### src/rtl/sd_regs_pkg.sv
// Register offsets, STATUS bit positions and fixed register widths shared by the
// SD register file and its sub-modules.
package sd_regs_pkg;

    localparam logic [6:0] AddrArg     = 7'h00;
    localparam logic [6:0] AddrCmd     = 7'h04;
    localparam logic [6:0] AddrResp0   = 7'h08;
    localparam logic [6:0] AddrResp1   = 7'h0C;
    localparam logic [6:0] AddrResp2   = 7'h10;
    localparam logic [6:0] AddrResp3   = 7'h14;
    localparam logic [6:0] AddrCtrl    = 7'h18;
    localparam logic [6:0] AddrBlksize = 7'h1C;
    localparam logic [6:0] AddrVoltage = 7'h20;
    localparam logic [6:0] AddrReset   = 7'h24;
    localparam logic [6:0] AddrCmdTmo  = 7'h28;
    localparam logic [6:0] AddrDataTmo = 7'h2C;
    localparam logic [6:0] AddrCmdIsr  = 7'h30;
    localparam logic [6:0] AddrCmdIer  = 7'h34;
    localparam logic [6:0] AddrClkdiv  = 7'h38;
    localparam logic [6:0] AddrCapa    = 7'h3C;
    localparam logic [6:0] AddrDataIsr = 7'h40;
    localparam logic [6:0] AddrDataIer = 7'h44;
    localparam logic [6:0] AddrBlkcnt  = 7'h48;
    localparam logic [6:0] AddrStatus  = 7'h4C;

    localparam int unsigned StatusStartBit   = 0;
    localparam int unsigned StatusCmdRstBit  = 1;
    localparam int unsigned StatusDataRstBit = 2;

    localparam int unsigned CtrlW   = 16;
    localparam int unsigned ResetW  = 1;
    localparam int unsigned ClkdivW = 8;

endpackage

### src/rtl/sd_byte_reg.sv
// Writable register of arbitrary width updated one byte lane at a time from the host bus.
// Bytes that fall outside the register width are silently dropped.
module sd_byte_reg #(
    parameter int unsigned BUS_W = 8,
    parameter int unsigned W     = 8,
    parameter logic [31:0] RST   = '0
) (
    input  logic               clk,
    input  logic               rst,
    input  logic               wr,
    input  logic [BUS_W/8-1:0] be,
    input  logic [1:0]         b0,
    input  logic [BUS_W-1:0]   data,
    output logic [W-1:0]       q
);

    localparam int NB = int'(BUS_W / 8);

    logic [W-1:0] q_d;

    // Lane k lands on register byte b0+k.
    always_comb begin
        q_d = q;
        for (int i = 0; i < int'(W); i++) begin
            for (int k = 0; k < NB; k++) begin
                if (wr && be[k] && (int'(b0) + k == i / 8)) begin
                    q_d[i] = data[k * 8 + i % 8];
                end
            end
        end
    end

    always_ff @(posedge clk) begin
        if (rst) begin
            q <= RST[W-1:0];
        end else begin
            q <= q_d;
        end
    end

endmodule

### src/rtl/sd_pulse_stretch.sv
// Holds a request pending until the next rising edge of the divided SD clock.
// The output also covers the setting cycle itself.
module sd_pulse_stretch (
    input  logic clk,
    input  logic rst,
    input  logic set,
    input  logic sd_edge,
    output logic pending,
    output logic pulse
);

    logic pending_d;

    // A set arriving on the same cycle as an edge keeps the request alive.
    always_comb begin
        pending_d = pending;
        if (set) begin
            pending_d = 1'b1;
        end else if (sd_edge) begin
            pending_d = 1'b0;
        end
    end

    always_ff @(posedge clk) begin
        if (rst) begin
            pending <= 1'b0;
        end else begin
            pending <= pending_d;
        end
    end

    assign pulse = pending | set;

endmodule

### src/rtl/sd_regfile_bus.sv
// Host-bus register file for the SD controller: byte-lane writes, registered reads,
// masked interrupt request and SD-clock-stretched command/interrupt-reset pulses.
module sd_regfile_bus
    import sd_regs_pkg::*;
#(
    parameter int unsigned BUS_W          = 8,
    parameter int unsigned CMD_W          = 14,
    parameter int unsigned CMD_TIMEOUT_W  = 24,
    parameter int unsigned DATA_TIMEOUT_W = 24,
    parameter int unsigned BLKSIZE_W      = 12,
    parameter int unsigned BLKCNT_W       = 16,
    parameter int unsigned INT_CMD_W      = 5,
    parameter int unsigned INT_DATA_W     = 3,
    parameter int unsigned RESET_BLKSIZE  = 512,
    parameter int unsigned VOLTAGE_MV     = 3300,
    parameter logic [15:0] CAPA           = 16'h0000
) (
    input  logic                      clk,
    input  logic                      rst,
    input  logic                      sd_clk,
    input  logic                      we,
    input  logic                      re,
    input  logic [6:0]                addr,
    input  logic [BUS_W/8-1:0]        be,
    input  logic [BUS_W-1:0]          data_in,
    output logic [BUS_W-1:0]          data_out,
    output logic                      rd_valid,
    output logic                      wr_err,
    output logic                      cmd_start,
    output logic                      cmd_int_rst,
    output logic                      data_int_rst,
    output logic [31:0]               argument_reg,
    output logic [CMD_W-1:0]          command_reg,
    output logic [ResetW-1:0]         software_reset_reg,
    output logic [CMD_TIMEOUT_W-1:0]  cmd_timeout_reg,
    output logic [DATA_TIMEOUT_W-1:0] data_timeout_reg,
    output logic [BLKSIZE_W-1:0]      block_size_reg,
    output logic [CtrlW-1:0]          controll_setting_reg,
    output logic [ClkdivW-1:0]        clock_divider_reg,
    output logic [BLKCNT_W-1:0]       block_count_reg,
    input  logic [31:0]               response_0_reg,
    input  logic [31:0]               response_1_reg,
    input  logic [31:0]               response_2_reg,
    input  logic [31:0]               response_3_reg,
    input  logic [INT_CMD_W-1:0]      cmd_int_status_reg,
    input  logic [INT_DATA_W-1:0]     data_int_status_reg,
    output logic                      irq
);

    localparam int NB = int'(BUS_W / 8);

    logic [6:0]            reg_sel;
    logic [1:0]            b0;
    logic                  byte0_en;
    logic                  sd_prev;
    logic                  sd_edge;
    logic                  start_pending, cmd_rst_pending, data_rst_pending;
    logic                  start_set, cmd_rst_set, data_rst_set;
    logic                  busy_hit;
    logic                  wr_arg, wr_cmd, wr_ctrl, wr_blksize, wr_reset, wr_cmd_tmo;
    logic                  wr_data_tmo, wr_cmd_ier, wr_clkdiv, wr_data_ier, wr_blkcnt;
    logic [INT_CMD_W-1:0]  cmd_ier;
    logic [INT_DATA_W-1:0] data_ier;
    logic [31:0]           rd_word;
    logic [BUS_W-1:0]      rd_lanes;

    assign reg_sel  = addr & 7'h7C;
    assign b0       = addr[1:0] & ~2'(NB - 1);
    assign byte0_en = (b0 == 2'd0) && be[0];
    assign sd_edge  = sd_clk & ~sd_prev;

    // ARG/CMD are frozen while a command start is still waiting for the SD clock.
    assign busy_hit  = we && start_pending && (reg_sel == AddrArg || reg_sel == AddrCmd);
    assign start_set = we && !start_pending && (reg_sel == AddrArg) && byte0_en;
    assign cmd_rst_set  = we && (reg_sel == AddrCmdIsr) && byte0_en;
    assign data_rst_set = we && (reg_sel == AddrDataIsr) && byte0_en;

    assign wr_arg      = we && !start_pending && (reg_sel == AddrArg);
    assign wr_cmd      = we && !start_pending && (reg_sel == AddrCmd);
    assign wr_ctrl     = we && (reg_sel == AddrCtrl);
    assign wr_blksize  = we && (reg_sel == AddrBlksize);
    assign wr_reset    = we && (reg_sel == AddrReset);
    assign wr_cmd_tmo  = we && (reg_sel == AddrCmdTmo);
    assign wr_data_tmo = we && (reg_sel == AddrDataTmo);
    assign wr_cmd_ier  = we && (reg_sel == AddrCmdIer);
    assign wr_clkdiv   = we && (reg_sel == AddrClkdiv);
    assign wr_data_ier = we && (reg_sel == AddrDataIer);
    assign wr_blkcnt   = we && (reg_sel == AddrBlkcnt);

    sd_byte_reg #(.BUS_W(BUS_W), .W(32), .RST(32'd0)) u_arg (
        .clk(clk), .rst(rst), .wr(wr_arg), .be(be), .b0(b0), .data(data_in), .q(argument_reg));
    sd_byte_reg #(.BUS_W(BUS_W), .W(CMD_W), .RST(32'd0)) u_cmd (
        .clk(clk), .rst(rst), .wr(wr_cmd), .be(be), .b0(b0), .data(data_in), .q(command_reg));
    sd_byte_reg #(.BUS_W(BUS_W), .W(CtrlW), .RST(32'd0)) u_ctrl (
        .clk(clk), .rst(rst), .wr(wr_ctrl), .be(be), .b0(b0), .data(data_in),
        .q(controll_setting_reg));
    sd_byte_reg #(.BUS_W(BUS_W), .W(BLKSIZE_W), .RST(32'(RESET_BLKSIZE))) u_blksize (
        .clk(clk), .rst(rst), .wr(wr_blksize), .be(be), .b0(b0), .data(data_in),
        .q(block_size_reg));
    sd_byte_reg #(.BUS_W(BUS_W), .W(ResetW), .RST(32'd0)) u_reset (
        .clk(clk), .rst(rst), .wr(wr_reset), .be(be), .b0(b0), .data(data_in),
        .q(software_reset_reg));
    sd_byte_reg #(.BUS_W(BUS_W), .W(CMD_TIMEOUT_W), .RST(32'd0)) u_cmd_tmo (
        .clk(clk), .rst(rst), .wr(wr_cmd_tmo), .be(be), .b0(b0), .data(data_in),
        .q(cmd_timeout_reg));
    sd_byte_reg #(.BUS_W(BUS_W), .W(DATA_TIMEOUT_W), .RST(32'd0)) u_data_tmo (
        .clk(clk), .rst(rst), .wr(wr_data_tmo), .be(be), .b0(b0), .data(data_in),
        .q(data_timeout_reg));
    sd_byte_reg #(.BUS_W(BUS_W), .W(INT_CMD_W), .RST(32'd0)) u_cmd_ier (
        .clk(clk), .rst(rst), .wr(wr_cmd_ier), .be(be), .b0(b0), .data(data_in), .q(cmd_ier));
    sd_byte_reg #(.BUS_W(BUS_W), .W(ClkdivW), .RST(32'd1)) u_clkdiv (
        .clk(clk), .rst(rst), .wr(wr_clkdiv), .be(be), .b0(b0), .data(data_in),
        .q(clock_divider_reg));
    sd_byte_reg #(.BUS_W(BUS_W), .W(INT_DATA_W), .RST(32'd0)) u_data_ier (
        .clk(clk), .rst(rst), .wr(wr_data_ier), .be(be), .b0(b0), .data(data_in), .q(data_ier));
    sd_byte_reg #(.BUS_W(BUS_W), .W(BLKCNT_W), .RST(32'd0)) u_blkcnt (
        .clk(clk), .rst(rst), .wr(wr_blkcnt), .be(be), .b0(b0), .data(data_in),
        .q(block_count_reg));

    sd_pulse_stretch u_start (
        .clk(clk), .rst(rst), .set(start_set), .sd_edge(sd_edge),
        .pending(start_pending), .pulse(cmd_start));
    sd_pulse_stretch u_cmd_rst (
        .clk(clk), .rst(rst), .set(cmd_rst_set), .sd_edge(sd_edge),
        .pending(cmd_rst_pending), .pulse(cmd_int_rst));
    sd_pulse_stretch u_data_rst (
        .clk(clk), .rst(rst), .set(data_rst_set), .sd_edge(sd_edge),
        .pending(data_rst_pending), .pulse(data_int_rst));

    always_comb begin
        rd_word = '0;
        case (reg_sel)
            AddrArg:     rd_word = argument_reg;
            AddrCmd:     rd_word = 32'(command_reg);
            AddrResp0:   rd_word = response_0_reg;
            AddrResp1:   rd_word = response_1_reg;
            AddrResp2:   rd_word = response_2_reg;
            AddrResp3:   rd_word = response_3_reg;
            AddrCtrl:    rd_word = 32'(controll_setting_reg);
            AddrBlksize: rd_word = 32'(block_size_reg);
            AddrVoltage: rd_word = 32'(VOLTAGE_MV);
            AddrReset:   rd_word = 32'(software_reset_reg);
            AddrCmdTmo:  rd_word = 32'(cmd_timeout_reg);
            AddrDataTmo: rd_word = 32'(data_timeout_reg);
            AddrCmdIsr:  rd_word = 32'(cmd_int_status_reg);
            AddrCmdIer:  rd_word = 32'(cmd_ier);
            AddrClkdiv:  rd_word = 32'(clock_divider_reg);
            AddrCapa:    rd_word = 32'(CAPA);
            AddrDataIsr: rd_word = 32'(data_int_status_reg);
            AddrDataIer: rd_word = 32'(data_ier);
            AddrBlkcnt:  rd_word = 32'(block_count_reg);
            AddrStatus: begin
                rd_word[StatusStartBit]   = start_pending;
                rd_word[StatusCmdRstBit]  = cmd_rst_pending;
                rd_word[StatusDataRstBit] = data_rst_pending;
            end
            default:     rd_word = '0;
        endcase
        rd_lanes = '0;
        for (int k = 0; k < NB; k++) begin
            for (int j = 0; j < 4; j++) begin
                if (int'(b0) + k == j) begin
                    rd_lanes[k*8 +: 8] = rd_word[j*8 +: 8];
                end
            end
        end
    end

    always_ff @(posedge clk) begin
        if (rst) begin
            sd_prev  <= 1'b0;
            wr_err   <= 1'b0;
            irq      <= 1'b0;
            rd_valid <= 1'b0;
            data_out <= '0;
        end else begin
            sd_prev  <= sd_clk;
            wr_err   <= busy_hit;
            irq      <= (|(cmd_int_status_reg & cmd_ier)) || (|(data_int_status_reg & data_ier));
            rd_valid <= re;
            if (re) begin
                data_out <= rd_lanes;
            end
        end
    end

endmodule

### config.mk
export PLATFORM = sky130hd
export DESIGN_NAME = sd_regfile_bus
export DESIGN_NICKNAME = d
export VERILOG_FILES = /design/src/rtl/sd_regs_pkg.sv /design/src/rtl/sd_byte_reg.sv /design/src/rtl/sd_pulse_stretch.sv /design/src/rtl/sd_regfile_bus.sv
export SDC_FILE = /design/constraint.sdc
export NUM_CORES = 1
export LEC_CHECK = 0
export ABC_AREA = 1
export BUFFER_PORTS_ARGS = -buffer_cell sky130_fd_sc_hd__clkbuf_2
export CAP_MARGIN = 20
export CORE_MARGIN = 8
export CORE_UTILIZATION = 50
export DETAILED_ROUTE_END_ITERATION = 10
export PLACE_DENSITY_LB_ADDON = 0.1
export SETUP_SLACK_MARGIN = 0.2
export SLEW_MARGIN = 25
export SYNTH_ARGS = -nofsm -noshare
export SYNTH_HDL_FRONTEND = slang
export SYNTH_SLANG_ARGS = --single-unit
### constraint.sdc
create_clock -name clk -period 2.8 [get_ports clk]
set_clock_uncertainty 0.1 [all_clocks]
set_input_delay 0.56 -clock clk [delete_from_list [all_inputs] [get_ports clk]]
set_output_delay 0.56 -clock clk [all_outputs]
set_load 0.02 [all_outputs]
Yosys cells after proc, flatten, opt, wreduce, memory -nomap -nowiden
Index checks and enable logic that the tools add are counted.
{"block": "totals", "word_cells": 132, "ff_bits": 170}
{"block": "op_classes", "n_bitwise": 7, "n_eq_ne": 21, "n_mux": 10, "reduce_logical": 64}
{"op": "$pmux 29 s15", "count": 1}
{"op": "$pmux 3 s19", "count": 1}
{"op": "$logic_and 1x1->1", "count": 53}
{"op": "$eq 5x4->1 const B", "count": 7}
{"op": "$logic_not 32->1", "count": 1}
{"op": "$mux 8", "count": 4}
{"op": "$eq 5x3->1 const B", "count": 4}
{"op": "$eq 5x5->1 const B", "count": 4}
{"op": "$eq 5x2->1 const B", "count": 2}
{"op": "$logic_not 7->1", "count": 1}
{"op": "$reduce_bool 2->1", "count": 3}
{"op": "$and 5x5->5", "count": 1}
{"op": "$eq 5x1->1 const B", "count": 1}
{"op": "$reduce_or 5->1", "count": 1}
{"op": "$eq 2x2->1 const B", "count": 2}
{"op": "$mux 1", "count": 4}
{"op": "$and 3x3->3", "count": 1}
{"op": "$or 1x1->1", "count": 3}
{"op": "$reduce_or 3->1", "count": 1}
{"op": "$eq 2x1->1 const B", "count": 1}
{"op": "$logic_not 2->1", "count": 1}
{"op": "$logic_or 1x1->1", "count": 2}
{"op": "$and 1x1->1", "count": 1}
{"op": "$logic_not 1->1", "count": 1}
{"op": "$not 1->1", "count": 1}

Depth between registers and ports, before layout
{"block": "depth", "ltp_word": 6, "ltp_mapped": 15, "mapped_depth_nobuf": 13}

Modules after synthesis
A second synthesis with hierarchy kept.
{"block": "hier_totals", "cells_unflattened": 1741, "hier_area_um2": 10377.5}
{"mod": "sd_regfile_bus", "n_inst": 1, "area_each_um2": 3365.7, "cells_each": 744}
{"mod": "sd_byte_reg (u_cmd_tmo ...)", "n_inst": 2, "area_each_um2": 1072.3, "cells_each": 146}
{"mod": "sd_byte_reg (u_blkcnt ...)", "n_inst": 2, "area_each_um2": 730.7, "cells_each": 101}
{"mod": "sd_byte_reg (u_arg)", "n_inst": 1, "area_each_um2": 1292.5, "cells_each": 190}
{"mod": "sd_byte_reg (u_cmd)", "n_inst": 1, "area_each_um2": 620.6, "cells_each": 91}
{"mod": "sd_byte_reg (u_blksize)", "n_inst": 1, "area_each_um2": 545.5, "cells_each": 79}
{"mod": "sd_byte_reg (u_clkdiv)", "n_inst": 1, "area_each_um2": 374.1, "cells_each": 53}
{"mod": "sd_byte_reg (u_cmd_ier)", "n_inst": 1, "area_each_um2": 229.0, "cells_each": 34}
{"mod": "sd_byte_reg (u_data_ier)", "n_inst": 1, "area_each_um2": 146.4, "cells_each": 22}
{"mod": "sd_pulse_stretch", "n_inst": 3, "area_each_um2": 46.3, "cells_each": 8}
{"mod": "sd_byte_reg (u_reset)", "n_inst": 1, "area_each_um2": 58.8, "cells_each": 10}

Worst setup path after synthesis
No wires, ideal clock.
{"block": "synth_timing", "path_type": "input port to output port", "from": "input addr[4]", "to": "output cmd_start", "slack_ps": 340, "arrival_ps": 1800, "path_stages": 8, "n_path_buf": 3, "cell_sequence": "buf_2 -> nor2_8 -> nand2_4 -> nor2_4 -> buf_4 -> nand3_2 -> buf_2 -> nand2_1"}
{"block": "synth_between", "elab_chain_cells": 4}
{"element": "from (decl)", "line_no": "sd_regfile_bus.sv:23", "text": "input logic [6:0] addr,"}
{"element": "$logic_not 7->1", "line_no": "sd_regfile_bus.sv:74", "text": "assign start_set = we && !start_pending && (reg_sel == AddrArg) && byte0_en;"}
{"element": "$logic_and 1x1->1 (2 in series)", "line_no": "sd_regfile_bus.sv:74"}
{"element": "$or 1x1->1", "line_no": "sd_pulse_stretch.sv:32", "text": "assign pulse = pending | set;"}
{"element": "to (decl)", "line_no": "sd_regfile_bus.sv:29", "text": "output logic cmd_start,"}
Every way passes these cells.

Worst setup path after layout
{"block": "layout_timing", "from": "input addr[4]", "to": "output data_int_rst"}
{"block": "layout_between", "elab_chain_cells": 4}
{"element": "$eq 5x5->1", "line_no": "sd_regfile_bus.sv:76", "text": "assign data_rst_set = we && (reg_sel == AddrDataIsr) && byte0_en;"}
{"element": "$logic_and 1x1->1 (2 in series)", "line_no": "sd_regfile_bus.sv:76"}
{"element": "$or 1x1->1", "line_no": "sd_pulse_stretch.sv:32"}
{"element": "to (decl)", "line_no": "sd_regfile_bus.sv:31", "text": "output logic data_int_rst,"}
Every way passes these cells.

==> results.yml <==
run:
  maxCapViolations: 0
setup_path:
  slowest_stage: "nor2_8"
  critPathMaxStageDelay_ns: 0.25
  rr_startpoint: "u_start.pending"
  crit_end: "data_int_rst"
  r2r-end: "u_arg.q[20]"
  worstSetupEndpointType: "output pin"
  worstSetupStartpointType: "primary input"
  critPathLaunch: "addr[4]"
  r2r_cells: 5
  crit_family: "simple AND/OR/NAND/NOR gates"
  crit_arrival_ns: 1.82
  path_common_cell: "nand2_1"
  critPathRequiredTime_ns: 2.14
  worst-path-buf-inv: 2
  r2r_setup_slack_ns: 0.95
  crit_type: "primary input to output pin"
  critPathMaxFanout: 10
  path_depth: 7
  crit_chain: "clkbuf_2 > nor2_8 > nand2_1 > nor2_2 > nand2_1 > nand2_1 > clkbuf_2"
yosys:
  synth_top_area_share: 0.395
  synth.net_count: 1464
  synth_edf_count: 0
  syn_avg_cell_area_um2: 6.60
  synth_common_cells: "353 x nand2_1, 181 x o21ai_0, 174 x a21oi_1"
  post-synth-top-area-cell: "dfxtp_1"
  synth_area_leaders: "dfxtp_1 39%, nand2_1 15%, o21ai_0 11%, a21oi_1 10%, inv_1 4.7%"
  synth_flop_cell: "dfxtp_1"
  syn_inst: 1307
  syn-cell-area_um2: 8620
  ys_ff_latch: 170
  seq_area_frac_synth: 0.395
  yosysUniqueCellTypes: 35
  synth_most_common_cell: "nand2_1"
  ys_warn_count: 0
  ys_async_sr_fraction: 0
global_routing:
  grt_overflow: 0
  antenna_found_initial: 0
  grtUsageTotal: 0.352
  grt_first_pass_wirelength_mm: 58.8
  grt_pass1_vias: 10062
  grt_max_degree: 81
timing:
  worst_pin_slew_ns: 0.656
  fin_crit_sh: 0.885
  fmax_ghz: 0.404
  hold_viol: 0
  grt_setup_unrepaired: "false"
  holdWs_ns: 0.231
  finalSetupViolCount: 0
  slew_headroom: 0.562
  slew_viol_final: 0
  tns_ns: 0
  fin_crit_ns: 2.48
routing:
  postRouteWirelength_mm: 39.4
  vias: 10325
  ant_nets: 0
  dr.pass1.iters: 7
  wl_per_cell_um: 21.3
  drt_iter0_drc: 1017
  vias_per_cell: 5.58
  drc: 0
die:
  row_count: 48
  die_area_um2: 21700
  die-height_um: 147
  die_w_um: 147
  ioPinCount: 318
  core_um2: 17100
  initial_core_util: 0.506
clock_network:
  clockRootBuffer: "clkbuf_16"
  htreeDepth: 4
  cts_buffers: 17
  cts_sinks: 170
  tritoncts: "yes"
  clock_latency_ns: 0.44
  cts_hold_buf: 0
  clkTransAtPathRegs_ns: 0.07
  cts.path.max_buffers: 2
  cts_setup_buffers: 0
final_layout:
  final_cell_area_um2: 11100
  synthToLayoutAreaGrowth_pct: 28.9
  drive_gt1_frac: 0.270
  final_util: 0.652
  nets: 1772
  antenna_cells: 0
min_path:
  hp-class: "primary input to register"
  min_from: "sd_clk"
power:
  p_leak_nw: 5.13
  power.density_nw_per_um2: 480
  vdd_ir_drop_max_uv: 397
  p_total_w: 0.00533
placed_design:
  place.gp.congestion: 0.982
  dpl_cell_area_um2: 10500
  dpl.hpwl_mm: 30.4
  numPortBuffers: 317
run_status:
  outcome: "finished clean"
==> layer usage <==
layer  share of wire  up-vias  wire [um]  global-route usage
li1                -     4906          -                   -
met1            0.37     4659      14700               0.406
met2            0.46      635      18100               0.572
met3            0.11      125       4170              0.0987
met4           0.061        0       2400               0.214
met5               0        -          0                   0
==> cells by family (layout without fill, tap and decap cells) <==
| group | Yosys count | in the layout | share of synthesized area |
|---|---|---|---|
| and+or+nand+nor | 563 | 563 | 0.282 |
| AOI/OAI and AO/OA | 382 | 382 | 0.228 |
| buffers and inverters | 192 | 512 | 0.0951 |
| DFF | 170 | 170 | 0.395 |
==> where the power goes <==
| group | switching, W | total [W] | internal (W) |
|---|---|---|---|
| clock network | 0.00104 | 0.00236 | 0.00132 |
| logic | 0.000354 | 0.000532 | 0.000178 |
| registers | 0.00000890 | 0.00244 | 0.00243 |
==> worst reg2reg max path: stages, from the launching register on <==
cell and delay [ns]:
dfxtp_1 0.38, nor2_1 0.26, buf_4 0.21, nand3_1 0.37, o21ai_0 0.34, a21oi_1 0.06
==> registers in the layout, summed over array words and instances (netlist names), 3 cells and up <==
signal,flops
u_cmd_ier.q,5
u_clkdiv.q,8
u_arg.q,32
u_ctrl.q,16
data_out,8
u_cmd_tmo.q,24
u_cmd.q,14
u_blkcnt.q,16
u_data_tmo.q,24
u_data_ier.q,3
u_blksize.q,12
==> through the flow <==
stage,worst slack [ns],cells
2_1_floorplan,0.340,1307
3_3_place_gp,0.139,1821
3_5_place_dp,0.0273,1821
4_1_cts,0.260,1852
5_1_grt,0.253,1852
6_report,0.323,1852
==> final cells by class <==
class | count | area (um^2)
well taps | 225 | 282
multi-input cells | 945 | 4410
clock buffers | 19 | 433
fillers | 1657 | 5940
repair buffers | 360 | 2000
flip-flops and latches | 170 | 3400
inverters | 121 | 454
clock inverters | 12 | 141
==> repair_timing <==
action / 4_1_cts / 5_1_grt
hold endpoints to repair: 0 / 0
setup endpoints to repair: 0 / 1
resized for setup: 0 / 1
==> how the worst min path moves through the flow <==
stage | to | cells past startpoint
after detailed placement | u_arg.q[28] | 2
after CTS | sd_prev | 3
final | sd_prev | 3
after floorplan | u_cmd_rst.pending | 2
after global placement | u_data_tmo.q[19] | 2
after global routing | sd_prev | 3
==> cells in the final DEF, fill, tap and decap left out, types with 3 or more instances in the layout <==
cell / synthesis / final
inv_1: 107 / 106
buf_12: 0 / 7
o21ai_1: 5 / 5
dfxtp_1: 170 / 170
nand4_1: 20 / 20
nand3_1: 45 / 45
nand2_4: 3 / 3
inv_2: 9 / 10
nor2_2: 14 / 17
clkinvlp_4: 0 / 5
nor2_1: 105 / 102
o211ai_1: 3 / 3
clkbuf_2: 0 / 317
clkbuf_16: 0 / 17
a211oi_1: 8 / 8
o21ai_0: 181 / 181
o22ai_1: 5 / 5
buf_4: 13 / 36
a21oi_1: 174 / 174
nand3_2: 5 / 5
clkinv_1: 5 / 5
nand2_1: 353 / 353
inv_6: 0 / 3
nor2_4: 9 / 9
Power figures use the tool's default switching activity.
